==> src/rtl/difftest_irp_event_queue.sv <==
// difftest_irp_event_queue
//   Multi-hart interrupt-pending change detector for difftest.
//   Each channel (hart) samples its pending vector and raises an event only
//   when the vector differs from the last captured value, or on the first
//   valid sample after reset. Each channel holds one pending event in a slot.
//   A newer event that arrives before the slot is granted replaces the older
//   one and is counted in coalesce_cnt. A round-robin arbiter moves one slot
//   per cycle into a shared circular FIFO. The FIFO drains to the sink over
//   a valid/ready handshake.
//
//   Handshake: the head entry is offered while out_valid=1. It is consumed at
//   a clock edge where out_valid & out_ready. While out_valid & !out_ready,
//   every out_* field holds steady.
//
//   Ports:
//     clock, reset_n   clock; asynchronous active-low reset
//     enable           global detect gate (the arbiter and FIFO keep draining)
//     in_valid/in_irp/in_coreid  per-channel sample, pending vector, core id
//     out_valid/out_ready        FIFO head handshake
//     out_ch/out_coreid/out_irp/out_seq/out_stamp  head entry fields
//     fifo_level       FIFO occupancy
//     coalesce_cnt     saturating count of slot overwrites
//
//   Optional build macro: DIFFTEST_IRP_STAMP_EN
//     When it is defined, a free-running cycle counter is stamped into each
//     entry at the fire edge. When it is undefined, out_stamp is tied to 0.
module difftest_irp_event_queue #(
    parameter int NUM_CH     = 2,
    parameter int IRP_W      = 10,
    parameter int FIFO_DEPTH = 8,
    parameter int CH_W       = (NUM_CH > 1) ? $clog2(NUM_CH) : 1
) (
    input  logic                             clock,
    input  logic                             reset_n,
    input  logic                             enable,
    input  logic [NUM_CH-1:0]                in_valid,
    input  logic [NUM_CH*IRP_W-1:0]          in_irp,
    input  logic [NUM_CH*8-1:0]              in_coreid,
    output logic                             out_valid,
    input  logic                             out_ready,
    output logic [CH_W-1:0]                  out_ch,
    output logic [7:0]                       out_coreid,
    output logic [IRP_W-1:0]                 out_irp,
    output logic [15:0]                      out_seq,
    output logic [31:0]                      out_stamp,
    output logic [$clog2(FIFO_DEPTH+1)-1:0]  fifo_level,
    output logic [15:0]                      coalesce_cnt
);
    localparam int LVL_W = $clog2(FIFO_DEPTH + 1);
    localparam int PTR_W = $clog2(FIFO_DEPTH);

    // Per-channel change detection and single-entry slots
    logic [IRP_W-1:0] shadow   [NUM_CH];
    logic [IRP_W-1:0] slotIrp  [NUM_CH];
    logic [7:0]       slotCore [NUM_CH];
    logic [IRP_W-1:0] chIrp    [NUM_CH];
    logic [7:0]       chCore   [NUM_CH];
    logic [NUM_CH-1:0] firstSeen, slotFull, fire, coalesce;
    logic [16:0]      coalesceSum;

    // Arbiter and FIFO
    logic [CH_W-1:0]  rrPtr, grantCh;
    logic             grantValid, push, pop;
    logic [15:0]      seq;
    logic [PTR_W-1:0] wrPtr, rdPtr;
    logic [CH_W-1:0]  memCh   [FIFO_DEPTH];
    logic [7:0]       memCore [FIFO_DEPTH];
    logic [IRP_W-1:0] memIrp  [FIFO_DEPTH];
    logic [15:0]      memSeq  [FIFO_DEPTH];

    always_comb begin
        for (int c = 0; c < NUM_CH; c++) begin
            chIrp[c]  = in_irp[c*IRP_W +: IRP_W];
            chCore[c] = in_coreid[c*8 +: 8];
            fire[c]   = enable & in_valid[c] & (~firstSeen[c] | (chIrp[c] != shadow[c]));
        end
    end

    // Round-robin: the first full slot at or after rrPtr wins.
    always_comb begin
        grantValid = 1'b0;
        grantCh    = '0;
        for (int i = 0; i < NUM_CH; i++) begin
            if (!grantValid && slotFull[(int'(rrPtr) + i) % NUM_CH]) begin
                grantValid = 1'b1;
                grantCh    = CH_W'((int'(rrPtr) + i) % NUM_CH);
            end
        end
    end

    assign out_valid = (fifo_level != '0);
    assign pop       = out_valid & out_ready;
    // A full FIFO still accepts a push when the head leaves on the same edge.
    assign push      = grantValid & ((fifo_level < LVL_W'(FIFO_DEPTH)) | pop);

    // A fire overwrites a full slot only when that slot is not the one
    // being pushed on this edge. Several channels can overwrite at once.
    always_comb begin
        coalesceSum = {1'b0, coalesce_cnt};
        for (int c = 0; c < NUM_CH; c++) begin
            coalesce[c] = fire[c] & slotFull[c] & ~(push & (grantCh == CH_W'(c)));
            coalesceSum = coalesceSum + 17'(coalesce[c]);
        end
    end

    always_ff @(posedge clock or negedge reset_n) begin
        if (!reset_n) begin
            for (int c = 0; c < NUM_CH; c++) begin
                shadow[c]   <= '0;
                slotIrp[c]  <= '0;
                slotCore[c] <= '0;
            end
            firstSeen    <= '0;
            slotFull     <= '0;
            coalesce_cnt <= '0;
        end else begin
            for (int c = 0; c < NUM_CH; c++) begin
                if (fire[c]) begin
                    shadow[c]    <= chIrp[c];
                    firstSeen[c] <= 1'b1;
                    slotIrp[c]   <= chIrp[c];
                    slotCore[c]  <= chCore[c];
                    slotFull[c]  <= 1'b1;
                end else if (push && (grantCh == CH_W'(c))) begin
                    slotFull[c]  <= 1'b0;
                end
            end
            coalesce_cnt <= coalesceSum[16] ? 16'hFFFF : coalesceSum[15:0];
        end
    end

    always_ff @(posedge clock or negedge reset_n) begin
        if (!reset_n) begin
            rrPtr      <= '0;
            seq        <= '0;
            wrPtr      <= '0;
            rdPtr      <= '0;
            fifo_level <= '0;
            for (int i = 0; i < FIFO_DEPTH; i++) begin
                memCh[i]   <= '0;
                memCore[i] <= '0;
                memIrp[i]  <= '0;
                memSeq[i]  <= '0;
            end
        end else begin
            if (push) begin
                memCh[wrPtr]   <= grantCh;
                memCore[wrPtr] <= slotCore[grantCh];
                memIrp[wrPtr]  <= slotIrp[grantCh];
                memSeq[wrPtr]  <= seq;
                wrPtr          <= wrPtr + PTR_W'(1);
                seq            <= seq + 16'd1;
                rrPtr          <= CH_W'((int'(grantCh) + 1) % NUM_CH);
            end
            if (pop) begin
                rdPtr <= rdPtr + PTR_W'(1);
            end
            if (push && !pop) begin
                fifo_level <= fifo_level + LVL_W'(1);
            end else if (!push && pop) begin
                fifo_level <= fifo_level - LVL_W'(1);
            end
        end
    end

    assign out_ch     = memCh[rdPtr];
    assign out_coreid = memCore[rdPtr];
    assign out_irp    = memIrp[rdPtr];
    assign out_seq    = memSeq[rdPtr];

`ifdef DIFFTEST_IRP_STAMP_EN
    logic [31:0] stampCnt;
    logic [31:0] slotStamp [NUM_CH];
    logic [31:0] memStamp  [FIFO_DEPTH];

    always_ff @(posedge clock or negedge reset_n) begin
        if (!reset_n) begin
            stampCnt <= '0;
            for (int c = 0; c < NUM_CH; c++) slotStamp[c] <= '0;
            for (int i = 0; i < FIFO_DEPTH; i++) memStamp[i] <= '0;
        end else begin
            stampCnt <= stampCnt + 32'd1;
            for (int c = 0; c < NUM_CH; c++) begin
                if (fire[c]) slotStamp[c] <= stampCnt;
            end
            if (push) memStamp[wrPtr] <= slotStamp[grantCh];
        end
    end

    assign out_stamp = memStamp[rdPtr];
`else
    assign out_stamp = 32'd0;
`endif

endmodule

==> config.mk <==
export PLATFORM = sky130hd
export DESIGN_NAME = difftest_irp_event_queue
export DESIGN_NICKNAME = d
export VERILOG_FILES = /design/src/rtl/difftest_irp_event_queue.sv
export SDC_FILE = /design/constraint.sdc
export NUM_CORES = 1
export LEC_CHECK = 0
export CAP_MARGIN = 20
export CORE_ASPECT_RATIO = 1.1
export CORE_MARGIN = 2
export CORE_UTILIZATION = 55
export CTS_CLUSTER_SIZE = 40
export DETAILED_ROUTE_END_ITERATION = 8
export GPL_TIMING_DRIVEN = 0
export PLACE_DENSITY = 0.85
export SYNTH_ARGS = -nofsm -noshare
export SYNTH_HDL_FRONTEND = slang
export SYNTH_SLANG_ARGS = --single-unit
==> constraint.sdc <==
create_clock -name clock -period 7 [get_ports clock]
set_input_delay 2.1 -clock clock [delete_from_list [all_inputs] [get_ports clock]]
set_output_delay 2.1 -clock clock [all_outputs]
set_load 0.01 [all_outputs]
==> reports/qor.yml, run 1 <==
rr_endpoint: "coalesce_cnt[9]"
cts_root_buf: "clkbuf_16"
synthesis.instances: 1263
worstPathRequired_ns: 4.90
rsz0062_at_grt: "no"
p_leak_nw: 8.78
r2r-start: "slotIrp[8]"
drt_iter0_drc: 1155
fill_cells: 2047
yosysSeqAreaShare_pct: 54.9
cp-end-kind: "output port"
setup_viol: 0
crit_buf_inv: 3
stdcell_count: 1831
tightestPinTransition_ns: 1.05
grt_pass1_vias: 12000
fin_crit_sh_pct: 75.4
fmax_mhz: 190
cts_made_buffers: 37
io_buffer_count: 97
hold_violations: 0
synth-seq-cells: 363
finalWorstPathRequiredPeriod_ns: 5.28
htree_levels: 2
drc: 0
fin_worst_skew_ns: 0.00918
antenna_cells: 0
clock_path_buffers: 3
clk-insertion-delay-late_ns: 0.52
final_layout_size_suffix_gt1_share_pct: 29.4
syn-cell-area_um2: 16500
final_cell_mix: "363 x dfrtp_1, 205 x mux2_2, 107 x nand2_1"
hold_depth: 2
fin_nets: 1484
synthTopCellsByArea: "dfrtp_1 55%, mux2_2 14%, mux4_2 9.5%"
synth.distinct_cells: 39
slew_headroom_pct: 29.5
layout_commonest_cell: "dfrtp_1"
firstDrtPassIters: 5
irDropWorstVdd_mv: 0.211
ys.warnings.count: 0
cpMaxStageDelayCell: "mux4_2"
clock-sinks: 363
cts_tree: "yes"
vias: 11200
fp.dieH_um: 186
place_congestion: 0.816
antenna_found_initial: 0
overflow: 0
wirelength_mm: 40.4
reg2regPathDepth: 13
crit_fanout: 10
dp_hpwl_mm: 26.3
min_from: "memCore[47]"
ant_nets: 0
cts_setup_buffers: 0
hold_path.class: "flip-flop to flip-flop"
dp.cells: 1768
maxCapViolations: 0
drv_slew: 0
viasPerCell: 6.11
die_w_um: 169
yosys.area.top_type: "dfrtp_1"
critical_path_class: "flip-flop to output port"
syn_area_per_cell_um2: 13.1
startpoint: "rdPtr[0]"
holdPathEnd: "memCore[47]"
synth_top_area_share_pct: 54.9
start_util_pct: 56.0
powerDensity_nw_per_um2: 434
outcome: "completed"
cts.clk_slew.worst_paths_ns: 0.06
area_delta_synth_final_pct: 17.2
cp-start-kind: "flip-flop"
grt_max_degree: 120
row_count: 66
io_pins: 130
r2r_slack_ns: 3.54
cp_cell_sequence: "clkbuf_1 > buf_2 > mux4_2 > mux2_2 > clkdlybuf4s50_1"
cp_data_arrival_time_ns: 3.18
cp_top_family: "buffers and inverters"
fin_util_pct: 65.6
dieArea_um2: 31500
timing.setup.tns_ns: 0
avgRoutedWirePerCell_um: 22.1
ctsHoldBuffers: 0
grt_pass1_wl_mm: 64.5
cp_slowest_stage_delay_ns: 0.58
ctsResizeCount: 0
track_usage_pct: 26.5
core_area_um2: 29600
## worst min-delay path, delay by kind of cell (launching register included)
| kind | cells | cell delay, ns |
|---|---|---|
| DFF | 1 | 0.34 |
| AOI/OAI and AO/OA | 1 | 0.06 |
| and+or+nand+nor | 1 | 0.05 |
## logic make-up (layout without fill, tap and decap cells)
logic type | count (synthesis) | in the layout | synth area share [%]
adders and majority gates | 9 | 9 | 0.771
and+or+nand+nor | 256 | 256 | 7.36
muxes | 297 | 297 | 24.8
AOI/OAI and AO/OA | 160 | 160 | 4.93
other | 1 | 32 | 0.0227
buffers and inverters | 125 | 288 | 4.42
DFF | 363 | 363 | 54.9
xor gates and xnor gates | 52 | 52 | 2.75
## power breakdown
part | switching [mW] | total (mW) | internal, mW
combinational | 1.68 | 3.31 | 1.63
clock | 0.807 | 1.97 | 1.16
sequential | 0.395 | 3.15 | 2.75
total | 2.88 | 8.43 | 5.54
## state kept, by name (all words and copies together) (netlist names)
name	flops
firstSeen	2
rrPtr	1
memIrp	80
slotIrp	20
seq	16
wrPtr	3
rdPtr	3
memCore	64
fifo_level	4
coalesce_cnt	16
slotCore	16
memCh	8
memSeq	128
slotFull	2
## worst max-delay path by stage
stage                            end  slack [ns]  depth (start not counted)
global route              out_irp[6]        1.64                          5
detailed placement   coalesce_cnt[9]        1.41                         14
finish                    out_irp[4]        1.72                          5
CTS                       out_irp[6]        1.71                          5
global placement         memCore[52]      -11.28                          1
floorplan           coalesce_cnt[10]        2.46                         13
## layer usage
metal,vias to the layer above,share of wire (%),wire (um),track usage [%]
met5,-,0,0,0
met4,0,3.2,1280,10.5
met3,116,7.7,3110,4.87
met2,568,51,20800,45.1
met1,5755,38,15300,33.9
li1,4747,-,-,-
## per-stage QoR
step | power (mW) | hold WS (ns) | setup slack (ns) | area (um2)
2_1_floorplan | 5.17 | 0.426 | 2.46 | 16700
3_5_place_dp | 6.39 | 0.464 | 1.41 | 18200
3_3_place_gp | 6.21 | 0.443 | -11.28 | 18100
4_1_cts | 8.42 | 0.478 | 1.71 | 19400
6_report | 8.43 | 0.478 | 1.72 | 19400
5_1_grt | 8.82 | 0.496 | 1.64 | 19400
## synth_stat cells, drive strengths merged
master and number:
nor2 85, fa 2, nand3b 1, o21ai 80
ha 7, xor2 21, nor4b 4, nand2 107
a41oi 1, nor2b 6, and2 3, clkbuf 36
nor4 4, nand2b 5, mux4 70, a31oi 1
xnor2 31, mux2i 19, and3 5, a31o 2
a21oi 75, nand3 6, conb 1, or2 3
nand4 15, buf 83, inv 6, or4 1
dfrtp 363, nor3 8, mux2 208, a21o 1
and4 3
## layout make-up
cell class                      instances  area (um2)  share of cell area (%)
Inverter                                6        22.5                   0.116
Timing Repair Buffer                  100        1060                    5.46
Clock inverter                         11         116                   0.600
Multi-Input combinational cell        806        6850                    35.3
Clock buffer                           52        1090                    5.63
Sequential cell                       363        9080                    46.8
Tap cell                              374         468                    2.41
Buffer                                119         708                    3.65
(Power assumes the default switching activity.)
==> inputs of run 2 (changes only) <==
==> constraint.sdc (replaced) <==
create_clock -name clock -period 4.91 [get_ports clock]
set_input_delay 1.473 -clock clock [delete_from_list [all_inputs] [get_ports clock]]
set_output_delay 1.473 -clock clock [all_outputs]
set_load 0.01 [all_outputs]
==> results of run 2 <==
The final DEF is identical to that of run 1. Status: completed.
Among the figures that moved: setup slack after placement 1.41 ns -> -0.0484 ns; setup slack after layout 1.72 ns -> 0.261 ns; register-to-register setup slack 3.54 ns -> 1.45 ns; total power 8.43 mW -> 12.0 mW; worst IR drop on VDD 0.211 mV -> 0.301 mV
